===== config.mk =====
export PLATFORM = sky130hd
export DESIGN_NAME = ps2_host_tx
export DESIGN_NICKNAME = d
export VERILOG_FILES = /design/src/rtl/ps2_pkg.sv /design/src/rtl/ps2_line_sync.sv /design/src/rtl/ps2_host_tx.sv
export SDC_FILE = /design/constraint.sdc
export NUM_CORES = 1
export LEC_CHECK = 0
export CAP_MARGIN = 20
export CORE_ASPECT_RATIO = 0.8
export CORE_MARGIN = 4
export CORE_UTILIZATION = 40
export CTS_CLUSTER_DIAMETER = 100
export DETAILED_ROUTE_END_ITERATION = 8
export MAX_ROUTING_LAYER = met4
export SYNTH_ARGS = -nofsm -noshare
export SYNTH_HDL_FRONTEND = slang
export SYNTH_SLANG_ARGS = --single-unit

===== constraint.sdc =====
create_clock -name clock32 -period 5.34 [get_ports clock32]
set_input_delay 1.068 -clock clock32 [delete_from_list [all_inputs] [get_ports clock32]]
set_output_delay 1.068 -clock clock32 [all_outputs]
set_load 0.005 [all_outputs]

===== src/rtl/ps2_pkg.sv =====
// ps2_pkg: shared definitions for the PS/2 host transmitter.
//   ps2_state_e : transmitter FSM states
//   us2cyc()    : microseconds -> system clock cycles at a given clock rate
//   odd_par()   : odd parity bit for one data byte
package ps2_pkg;

  typedef enum logic [2:0] {
    ST_IDLE,
    ST_INHIBIT,
    ST_REQ,
    ST_SEND,
    ST_ACK,
    ST_WAITIDLE
  } ps2_state_e;

  // 64-bit intermediate so CLKHZ * us cannot overflow
  function automatic int unsigned us2cyc(input int unsigned hz, input int unsigned us);
    longint unsigned p;
    p = 64'(hz) * 64'(us);
    return 32'(p / 64'd1000000);
  endfunction

  function automatic logic odd_par(input logic [7:0] d);
    return ~^d;
  endfunction

endpackage


===== src/rtl/ps2_line_sync.sv =====
// ps2_line_sync: input conditioning for one PS/2 pin.
//   Two-flop synchronizer, optional glitch filter, falling-edge detect.
//   Build option PS2TX_FILTER_EN: the level is accepted only after 8
//   consecutive equal synchronized samples (adds 8 cycles of latency).
// Ports:
//   clk_i   system clock
//   rst_i   synchronous active-high reset (level resets to idle-high)
//   pin_i   asynchronous pin level
//   lvl_o   conditioned level
//   fall_o  one-cycle pulse on a 1->0 transition of lvl_o
module ps2_line_sync (
  input  logic clk_i,
  input  logic rst_i,
  input  logic pin_i,
  output logic lvl_o,
  output logic fall_o
);

  logic s1_q, s2_q, prev_q;

  always_ff @(posedge clk_i) begin
    if (rst_i) begin
      s1_q   <= 1'b1;
      s2_q   <= 1'b1;
      prev_q <= 1'b1;
    end else begin
      s1_q   <= pin_i;
      s2_q   <= s1_q;
      prev_q <= lvl_o;
    end
  end

`ifdef PS2TX_FILTER_EN
  logic       filt_q;
  logic [2:0] run_q;

  // run_q counts consecutive samples that disagree with the accepted level
  always_ff @(posedge clk_i) begin
    if (rst_i) begin
      filt_q <= 1'b1;
      run_q  <= '0;
    end else if (s2_q == filt_q) begin
      run_q <= '0;
    end else if (run_q == 3'd7) begin
      filt_q <= s2_q;
      run_q  <= '0;
    end else begin
      run_q <= run_q + 3'd1;
    end
  end

  assign lvl_o = filt_q;
`else
  assign lvl_o = s2_q;
`endif

  assign fall_o = prev_q & ~lvl_o;

endmodule


===== src/rtl/ps2_host_tx.sv =====
// ps2_host_tx: PS/2 host-to-device transmitter for one command byte.
//   Pulls clock low (inhibit), asserts the start bit, releases clock, then
//   shifts data[0..7], odd parity and stop out on device falling edges and
//   checks the device ack. Lines are driven through active-high pull-low
//   enables. Build option PS2TX_FILTER_EN adds a glitch filter on the inputs.
// Ports:
//   clock32  system clock          reset    synchronous active-high reset
//   ps2Ck    clock pin level       ps2Dq    data pin level
//   ps2CkOe  1 = pull clock low    ps2DqOe  1 = pull data low
//   start    one-cycle request     data     byte to send
//   busy     frame in progress     done     ack received, lines idle (pulse)
//   error    timeout or no ack (pulse)
module ps2_host_tx
  import ps2_pkg::*;
#(
  parameter int unsigned CLKHZ       = 32000000,
  parameter int unsigned INHIBIT_US  = 120,
  parameter int unsigned START_US    = 16,
  parameter int unsigned TOUT_REQ_US = 15000,
  parameter int unsigned TOUT_FRM_US = 2000
) (
  input  logic       clock32,
  input  logic       reset,
  input  logic       ps2Ck,
  input  logic       ps2Dq,
  output logic       ps2CkOe,
  output logic       ps2DqOe,
  input  logic       start,
  input  logic [7:0] data,
  output logic       busy,
  output logic       done,
  output logic       error
);

  localparam int unsigned INH_CYC   = us2cyc(CLKHZ, INHIBIT_US);
  localparam int unsigned START_CYC = us2cyc(CLKHZ, START_US);
  localparam int unsigned REQ_CYC   = us2cyc(CLKHZ, TOUT_REQ_US);
  localparam int unsigned FRM_CYC   = us2cyc(CLKHZ, TOUT_FRM_US);
  localparam int unsigned TOUT_MAX  = (REQ_CYC > FRM_CYC) ? REQ_CYC : FRM_CYC;
  localparam int unsigned IW        = $clog2(INH_CYC);
  localparam int unsigned TW        = $clog2(TOUT_MAX);

  logic ck_lvl, ck_fall, dq_lvl, dq_fall_unused;

  ps2_line_sync u_ck_sync (
    .clk_i  (clock32),
    .rst_i  (reset),
    .pin_i  (ps2Ck),
    .lvl_o  (ck_lvl),
    .fall_o (ck_fall)
  );

  ps2_line_sync u_dq_sync (
    .clk_i  (clock32),
    .rst_i  (reset),
    .pin_i  (ps2Dq),
    .lvl_o  (dq_lvl),
    .fall_o (dq_fall_unused)
  );

  ps2_state_e    state_q, state_d;
  logic [8:0]    shift_q, shift_d;
  logic [3:0]    bit_q, bit_d;
  logic [IW-1:0] inh_q, inh_d;
  logic [TW-1:0] tout_q, tout_d;
  logic          ckoe_q, ckoe_d, dqoe_q, dqoe_d;
  logic          busy_q, busy_d, done_q, done_d, err_q, err_d;

  always_ff @(posedge clock32) begin
    if (reset) begin
      state_q <= ST_IDLE;
      shift_q <= '0;
      bit_q   <= '0;
      inh_q   <= '0;
      tout_q  <= '0;
      ckoe_q  <= 1'b0;
      dqoe_q  <= 1'b0;
      busy_q  <= 1'b0;
      done_q  <= 1'b0;
      err_q   <= 1'b0;
    end else begin
      state_q <= state_d;
      shift_q <= shift_d;
      bit_q   <= bit_d;
      inh_q   <= inh_d;
      tout_q  <= tout_d;
      ckoe_q  <= ckoe_d;
      dqoe_q  <= dqoe_d;
      busy_q  <= busy_d;
      done_q  <= done_d;
      err_q   <= err_d;
    end
  end

  always_comb begin
    state_d = state_q;
    shift_d = shift_q;
    bit_d   = bit_q;
    inh_d   = inh_q;
    tout_d  = tout_q;
    done_d  = 1'b0;
    err_d   = 1'b0;

    unique case (state_q)
      ST_IDLE: begin
        if (start) begin
          shift_d = {odd_par(data), data};
          bit_d   = '0;
          inh_d   = IW'(INH_CYC - 1);
          state_d = ST_INHIBIT;
        end
      end
      ST_INHIBIT: begin
        if (inh_q == '0) begin
          tout_d  = TW'(REQ_CYC - 1);
          state_d = ST_REQ;
        end else begin
          inh_d = inh_q - 1'b1;
        end
      end
      default: begin
        // Timeout has priority over a coincident device clock edge
        if (tout_q == '0) begin
          err_d   = 1'b1;
          state_d = ST_IDLE;
        end else begin
          tout_d = tout_q - 1'b1;
          case (state_q)
            ST_REQ: begin
              if (ck_fall) begin
                tout_d  = TW'(FRM_CYC - 1);
                state_d = ST_SEND;
              end
            end
            ST_SEND: begin
              // Shift in 1s from the top: after parity leaves, bit0 is the stop bit
              if (ck_fall) begin
                shift_d = {1'b1, shift_q[8:1]};
                bit_d   = bit_q + 4'd1;
                if (bit_q == 4'd8) state_d = ST_ACK;
              end
            end
            ST_ACK: begin
              if (ck_fall) begin
                if (dq_lvl) begin
                  err_d   = 1'b1;
                  state_d = ST_IDLE;
                end else begin
                  state_d = ST_WAITIDLE;
                end
              end
            end
            ST_WAITIDLE: begin
              if (ck_lvl && dq_lvl) begin
                done_d  = 1'b1;
                state_d = ST_IDLE;
              end
            end
            default: ;
          endcase
        end
      end
    endcase

    // Line enables are registered from the next state so they track it exactly
    ckoe_d = (state_d == ST_INHIBIT);
    case (state_d)
      ST_INHIBIT: dqoe_d = (inh_d < IW'(START_CYC));
      ST_REQ:     dqoe_d = 1'b1;
      ST_SEND:    dqoe_d = ~shift_d[0];
      default:    dqoe_d = 1'b0;
    endcase
    busy_d = (state_d != ST_IDLE);
  end

  assign ps2CkOe = ckoe_q;
  assign ps2DqOe = dqoe_q;
  assign busy    = busy_q;
  assign done    = done_q;
  assign error   = err_q;

endmodule

### Word-level counts from Yosys, hierarchy flattened

Index checks and enable logic that the tools add are counted.

| storage, ports and cells | value |
|---|---|
| input bits | 13 |
| logic and storage cells | 86 |
| output and inout bits | 5 |
| register bits | 57 |

| operators by class | value |
|---|---|
| reductions and logical operators | 12 |
| equality and inequality tests | 13 |
| mux-type cells | 35 |
| bitwise operators | 6 |
| add/subtract/negate cells | 3 |
| order comparisons | 1 |

Operator list:

| operator | number |
|---|---|
| 19-bit two-way mux | 4 |
| 19-bit one-hot mux with 2 select lines | 1 |
| 9-bit two-way mux | 4 |
| 3-bit two-way mux | 9 |
| 12-bit two-way mux | 2 |
| 12-bit one-hot mux with 2 select lines | 1 |
| 19-bit logical NOT | 1 |
| 19-bit by 1-bit subtractor with 19-bit output, second input constant | 1 |
| 9-bit one-hot mux with 2 select lines | 1 |
| 4-bit two-way mux | 4 |
| 3-bit by 2-bit == test with 1-bit output, second input constant | 4 |
| 12-bit logical NOT | 1 |
| 12-bit by 10-bit less-than comparator with 1-bit output, second input constant | 1 |
| 3-bit one-hot mux with 4 select lines | 1 |
| 12-bit by 1-bit subtractor with 12-bit output, second input constant | 1 |
| 4-bit one-hot mux with 2 select lines | 1 |
| 8-bit XNOR reduction | 1 |
| 3-bit by 1-bit == test with 1-bit output, second input constant | 2 |
| 3-bit == test, second input constant | 2 |
| 3-bit one-hot mux with 2 select lines | 1 |
| 1-bit two-way mux | 5 |
| 1-bit NOT | 5 |
| 5-bit AND reduction | 1 |
| 5-bit OR reduction | 1 |
| other kinds (12) | 15 |

### Depth between registers and ports, before layout

Gate-level depths: netlist of the first run.

| depth | value |
|---|---|
| depth after elaboration | 8 |
| depth in mapped cells | 9 |
| depth with buffers taken out | 8 |

### Hierarchy

Synthesis of the first run repeated with hierarchy kept, for this count alone.

| second synthesis, totals | value |
|---|---|
| cell total of the unflattened synthesis | 345 |
| area total of the unflattened synthesis | 2959.1 sq um |

Modules (own cells, without submodules):

| module | sequential area each (sq um) | cells each | times used | area an instance (sq um) |
|---|---|---|---|---|
| ps2_host_tx | 1041.0 | 331 | 1 | 2788.9 |
| ps2_line_sync | 60.1 | 7 | 2 | 85.1 |

### Worst setup path before layout of the first run

Ideal clock, no wire load.

| timing path | value |
|---|---|
| path type | input-to-reg |
| start | in start |
| end | reg dqoe_q (netlist: ps2DqOe) |
| library setup time | 70 ps |
| required time | 5270 ps |
| slack | 3362 ps |
| cell stages on the path | 5 |
| path buffers | 1 |
| arrival | 1908 ps |
| cells stage by stage | and3_1 buf_2 o32ai_1 nand3_1 o2bb2ai_1 |

| on the way | value |
|---|---|
| longest elaborated chain between the ends | 4 |
| elaborated cells on any way between the ends | 12 |
| classes of those cells | order compare: 1; eq/ne: 3; mux: 7; bitwise: 1 |

Ends and longest elaborated chain:

| element | RTL line | text |
|---|---|---|
| start: declaration | ps2_host_tx.sv:28 | `input logic start,` |
| 12-bit two-way mux, or another cell as far along | ps2_host_tx.sv:106 | `if (start) begin` |
| 12-bit one-hot mux with 2 select lines, or another cell as far along | ps2_host_tx.sv:104 | `unique case (state_q)` |
| 12-bit by 10-bit less-than comparator with 1-bit output, or another cell as far along | ps2_host_tx.sv:168 | `ST_INHIBIT: dqoe_d = (inh_d < IW'(START_CYC));` |
| 1-bit one-hot mux with 3 select lines * | ps2_host_tx.sv:167 | `case (state_d)` |
| end signal: assignment | ps2_host_tx.sv:88 | `dqoe_q <= dqoe_d;` |
| end: declaration | ps2_host_tx.sv:66 | `logic ckoe_q, ckoe_d, dqoe_q, dqoe_d;` |

Mark *: on every way between the ends. The rest lies on a longest branch, timed or not. The select of a mux whose other input is x is not followed.
A chain may end at the register's enable or synchronous reset.

### Worst setup path after layout of the first run

Ends and elaborated chain as after synthesis.

==> flow_summary.ini, run 1 <==
[timing]
tns_ps = 0
slew_headroom_pct = 26.6
post-route-period-util_pct = 48.1
fin_worst_skew_ps = 8.22
hold_viol_final = 0
period_needed_ps = 2570
fmax_ghz = 0.389
worstMarginPinSlew_ps = 1100
rsz0062_at_grt = no
finalSetupViolCount = 0
timing.final.max_slew_violations = 0

[layout]
fin_nets = 380
synthToLayoutAreaGrowth_pct = 10.8
n_antenna_cell = 0
drive_gt1_share_pct = 11.3
n_fill_cell = 699
postLayoutCoreUtil_pct = 46.8

[clocking]
ctsRootBufferMaster = clkbuf_8
path_clk_slew_ps = 60
cts_buffers = 9
clock_path_buffers = 2
cts_max_level = 3
clock_latency_ps = 340
cts_setup_buffers = 0
cts_tree = done
numClockSinks = 57
hold_buffers = 0
cts-resized-gates = 0

[logic_synthesis]
synthTopCellsByArea = dfxtp_1, a21oi_1, a311oi_1
syn_area_um2 = 2980
synth-adder-area-share_pct = 2.52
synth_compound_area_share_pct = 23.9
synth_simple_gate_area_share_pct = 26.9
synth_xor_area_share_pct = 2.94
synthArstFlopShare_pct = 0
syn_nets = 366
yosys.area.top_type = dfxtp_1
synth-seq-cells = 57
synth_seq_area_share_pct = 38.3
synthTopCellsByCount = dfxtp_1, a21oi_1, nor2_1
postSynthAreaPerCell_um2 = 8.60
yosys.area.top_type_share_pct = 38.3
ys.flop_type = dfxtp_1
synth_edf_count = 0
synth_most_common_cell = dfxtp_1
synth_top_family_by_area = simple AND/OR/NAND/NOR gates
ys_warn_count = 0
synthMuxAreaShare_pct = 0.671
synth_cell_type_count = 66
synthCells = 347

[floorplanning]
start_util_pct = 42.2
core_um2 = 7060
rows = 27
die_area_um2 = 8910
die_h_um = 85.2
ios = 18
die_w_um = 105

[route]
drt_iter0_drc = 159
routed_via_density = 5.76
route.detailed.drc = 0
num_vias = 2599
wire_per_inst_um = 15.2
met1_length_um = 3480
wl_met2_um = 2910
top_layer_used = met4
antenna_left = 0
totalWireLength_um = 6870
met3_length_um = 389
drt-pass1-iter-count = 4

[placed_design]
gp_congestion = 0.808
hpwlAfterDp_um = 4700
port_buffers = 17

[pwr]
pwr-share-comb_pct = 18.6
switching_share_pct = 29.8
clockPowerShare_pct = 32.9
seqPwrFrac_pct = 48.5
p_sw_w = 0.000291
powerDensity_nw_per_um2 = 296
ir_worst_vdd_uv = 100
leakage_nw = 1.13
internal_power_w = 0.000688

[setup_path]
crit_path_start_kind = input pin
cp_slowest_cell = and3_1
criticalPathCategory = input pin to flop
crit_required_ps = 5570
cp-end-kind = flop
crit_fanout = 20
cp_slowest_stage_delay_ps = 640
critPathArrivalTime_ps = 2800
r2r_setup_slack_ps = 3030
crit_chain = clkdlybuf4s50_1 > and3_1 > a21oi_1 > o21ai_1 > o311ai_1 > o2bb2ai_1

[run]
maxCapViolations = 0

[global_routing]
grt_max_degree = 58
grt_usage_pct = 16.4
grt_pass1_vias = 2374
grt_remaining_overflow = 0
grt_pass1_wl_um = 11600
antenna_found_initial = 0

[run_status]
status = finished clean

[min_path]
hp-class = flop to flop
routing by layer:
layer	vias up	global-route usage (%)
met5	-	-
met4	0	4.71
met3	11	5.17
met2	52	23.4
met1	1223	22.1
li1	1313	-
worst paths after layout:
path                            cells after the start                 startpoint                         end
worst max-delay path                                6                      start          ps2DqOe$_SDFF_PP0_
worst min-delay path                                1  u_dq_sync.s1_q$_SDFF_PP1_  u_dq_sync.lvl_o$_SDFF_PP1_
worst max register to register                      7     tout_q[0]$_SDFFE_PP0P_     tout_q[16]$_SDFFE_PP0P_
worst min register to register                      1  u_dq_sync.s1_q$_SDFF_PP1_  u_dq_sync.lvl_o$_SDFF_PP1_
state kept, by name, summed over array words and instances (netlist names):
register / flops
error: 1
ps2DqOe: 1
bit_q: 4
inh_q: 12
ps2CkOe: 1
busy: 1
u_ck_sync.prev_q: 1
u_dq_sync.s1_q: 1
u_dq_sync.lvl_o: 1
tout_q: 19
done: 1
state_q: 3
u_ck_sync.lvl_o: 1
u_ck_sync.s1_q: 1
shift_q: 9
area by class of cell:
cell class / count / area (um^2) / share of cell area [%]
clock buffers: 13 / 139 / 4.20
clock inverters: 1 / 5.00 / 0.151
inverters: 11 / 41.3 / 1.25
multi-input cells: 264 / 1700 / 51.4
flip-flops and latches: 57 / 1140 / 34.5
well taps: 87 / 109 / 3.29
repair buffers: 18 / 173 / 5.22
power groups by stage:
stage | clock (W) | sequential (W) | combinational (W)
finish | 0.000322 | 0.000475 | 0.000182
global route | 0.000356 | 0.000479 | 0.000202
CTS | 0.000332 | 0.000475 | 0.000182
detailed placement | 0 | 0.000484 | 0.000181
global placement | 0 | 0.000484 | 0.000179
floorplan | 0 | 0.000477 | 0.000142
stage by stage:
stage,total power (W),hold slack (ps),area [um^2],setup WS (ps),std cells
finish,0.000979,407,3310,2770,451
global route,0.00104,418,3310,2610,451
CTS,0.000988,410,3310,2780,451
detailed placement,0.000665,395,3160,2410,437
global placement,0.000662,394,3160,2470,437
floorplan,0.000619,389,2980,3360,347
logic make-up after synthesis:
family,count (synthesis)
and+or+nand+nor,142
AOI/OAI and AO/OA,104
adders and majority gates,6
xor gates and xnor gates,10
DFF,57
buffers and inverters,26
muxes,2
critical path: cells and delay by family:
| family | cells | cell delay, ps |
|---|---|---|
| AND/OR/NAND/NOR | 1 | 640 |
| buffers and inverters | 1 | 470 |
| AO/OA/AOI/OAI | 4 | 620 |
cells in the final DEF (no fill, tap or decap), types with 7 or more instances in the layout:
master and instances:
or2_2 9, a22oi_1 7, o21ai_0 16, nor3_1 19
a21oi_1 32, clkdlybuf4s50_1 16, inv_1 11, nand2_1 28
nor2_1 30, clkbuf_8 9, a311oi_1 13, dfxtp_1 57
nand3_1 11
Note: power is estimated with default switching activity, not from simulation.
==> run 2, diff against run 1 <==
==> constraint.sdc (replaced) <==
create_clock -name clock32 -period 2.6 [get_ports clock32]
set_input_delay 0.52 -clock clock32 [delete_from_list [all_inputs] [get_ports clock32]]
set_output_delay 0.52 -clock clock32 [all_outputs]
set_load 0.005 [all_outputs]
==> flow_summary.ini, run 2 (synthesis gave the netlist of run 1 again) <==
[run_status]
status = finished clean

[timing]
rsz0062_at_grt = no
setup_ws_ps = 420
fmax_ghz = 0.459
hold_viol_final = 0
fin_worst_skew_ps = 4.72
slew_headroom_pct = 50.6
worstMarginPinSlew_ps = 741
tns_ps = 0
period_needed_ps = 2180
whs_ps = 408
timing.final.max_slew_violations = 0
post-route-period-util_pct = 83.9
finalSetupViolCount = 0

[global_routing]
grt_max_degree = 37
grt_pass1_wl_um = 12000
grt_pass1_vias = 2463
grt_usage_pct = 17.1
grt_remaining_overflow = 0
antenna_found_initial = 0

[layout]
fin_cells = 459
final_common_cell = dfxtp_1
synthToLayoutAreaGrowth_pct = 15.2
layout_common_cells = dfxtp_1, a21oi_1, nor2_1
regMostFlops = tout_q
n_antenna_cell = 0
final_area_um2 = 3440
top_regs = tout_q (19), inh_q (12), shift_q (9)
fin_nets = 386
n_fill_cell = 670
largest_reg_flops = 19
drive_gt1_share_pct = 14.2
multiInputGateArea_um2 = 1700
register_area_um2 = 1140

[setup_path]
crit_fanout = 11
cp_slowest_cell = a21oi_1
path_depth = 8
crit_required_ps = 2870
crit_chain = inv_1 > ha_1 > and4_1 > a21oi_1 > buf_4 > nand4_1 > xor2_1 > nor3_1
path_buf_inv = 2
criticalPathCategory = flop to flop
cp_slowest_stage_delay_ps = 510
crit_family = compound AO/OA/AOI/OAI gates
cp-end-kind = flop
critPathArrivalTime_ps = 2450
crit_path_start_kind = flop
ff2ff_path_depth = 8

[clocking]
cts_tree = done
cts_max_level = 3
cts-resized-gates = 0
clock_path_buffers = 2
cts_setup_buffers = 0
cts_buffers = 9
numClockSinks = 57
ctsRootBufferMaster = clkbuf_8
path_clk_slew_ps = 70
clock_latency_ps = 340
hold_buffers = 0

[route]
drt-pass1-iter-count = 5
routed_via_density = 5.58
wire_per_inst_um = 15.0
totalWireLength_um = 6890
route.detailed.drc = 0
num_vias = 2562
drt_iter0_drc = 219
antenna_left = 0

[run]
maxCapViolations = 0

[pwr]
leakage_nw = 1.20
powerDensity_nw_per_um2 = 674
ir_worst_vdd_uv = 382

[placed_design]
hpwlAfterDp_um = 4730
place_area_um2 = 3210
port_buffers = 17
gp_congestion = 0.876
dp.cells = 443
place_ws_ps = 431

[floorplanning]
rows = 27
core_um2 = 7060
ios = 18
die_h_um = 85.2
die_w_um = 105
start_util_pct = 42.2
die_area_um2 = 8910

[min_path]
hp-class = flop to flop
hold_depth = 1
-- run 2: cell types whose count changed in the layout (fill, tap and decap cells not counted) --
cell,previous run,this run
buf_4,1,7
clkbuf_8,9,11
bufinv_16,0,2
clkinv_2,1,2
clkinvlp_4,0,1
clkbuf_1,4,0
-- run 2: final timing paths --
kind         slack [ps]                         end                      start
min                 410  u_ck_sync.lvl_o$_SDFF_PP1_  u_ck_sync.s1_q$_SDFF_PP1_
min reg2reg         410  u_ck_sync.lvl_o$_SDFF_PP1_  u_ck_sync.s1_q$_SDFF_PP1_
max                 420       bit_q[3]$_SDFFE_PP0P_     tout_q[0]$_SDFFE_PP0P_
max reg2reg         420       bit_q[3]$_SDFFE_PP0P_     tout_q[0]$_SDFFE_PP0P_
-- run 2: routing by layer --
| layer | wire [um] | GRT usage (%) | up-vias |
|---|---|---|---|
| li1 | - | - | 1328 |
| met1 | 3590 | 23.2 | 1171 |
| met2 | 2930 | 24.3 | 56 |
| met3 | 326 | 5.70 | 7 |
| met4 | 48 | 4.23 | 0 |
| met5 | 0 | - | - |
-- run 2: cell type report --
cell class                      instances  area share [%]
Clock buffer                           11            4.41
Clock inverter                          5            2.26
Inverter                               11            1.20
Multi-Input combinational cell        264            49.4
Sequential cell                        57            33.2
Tap cell                               87            3.17
Timing Repair Buffer                   24            6.34
-- run 2: stage by stage --
stage	utilization, %	power (W)
after floorplan	-	0.00127
after global placement	45.4	0.00137
after detailed placement	45.4	0.00137
after CTS	48.7	0.00234
after global routing	48.7	0.00244
final	48.7	0.00231
-- run 2: power breakdown --
| part | switching (W) | internal (W) | total, W |
|---|---|---|---|
| logic | 0.000219 | 0.000163 | 0.000383 |
| registers | 0.0000506 | 0.000922 | 0.000973 |
| clock network | 0.000371 | 0.000588 | 0.000959 |
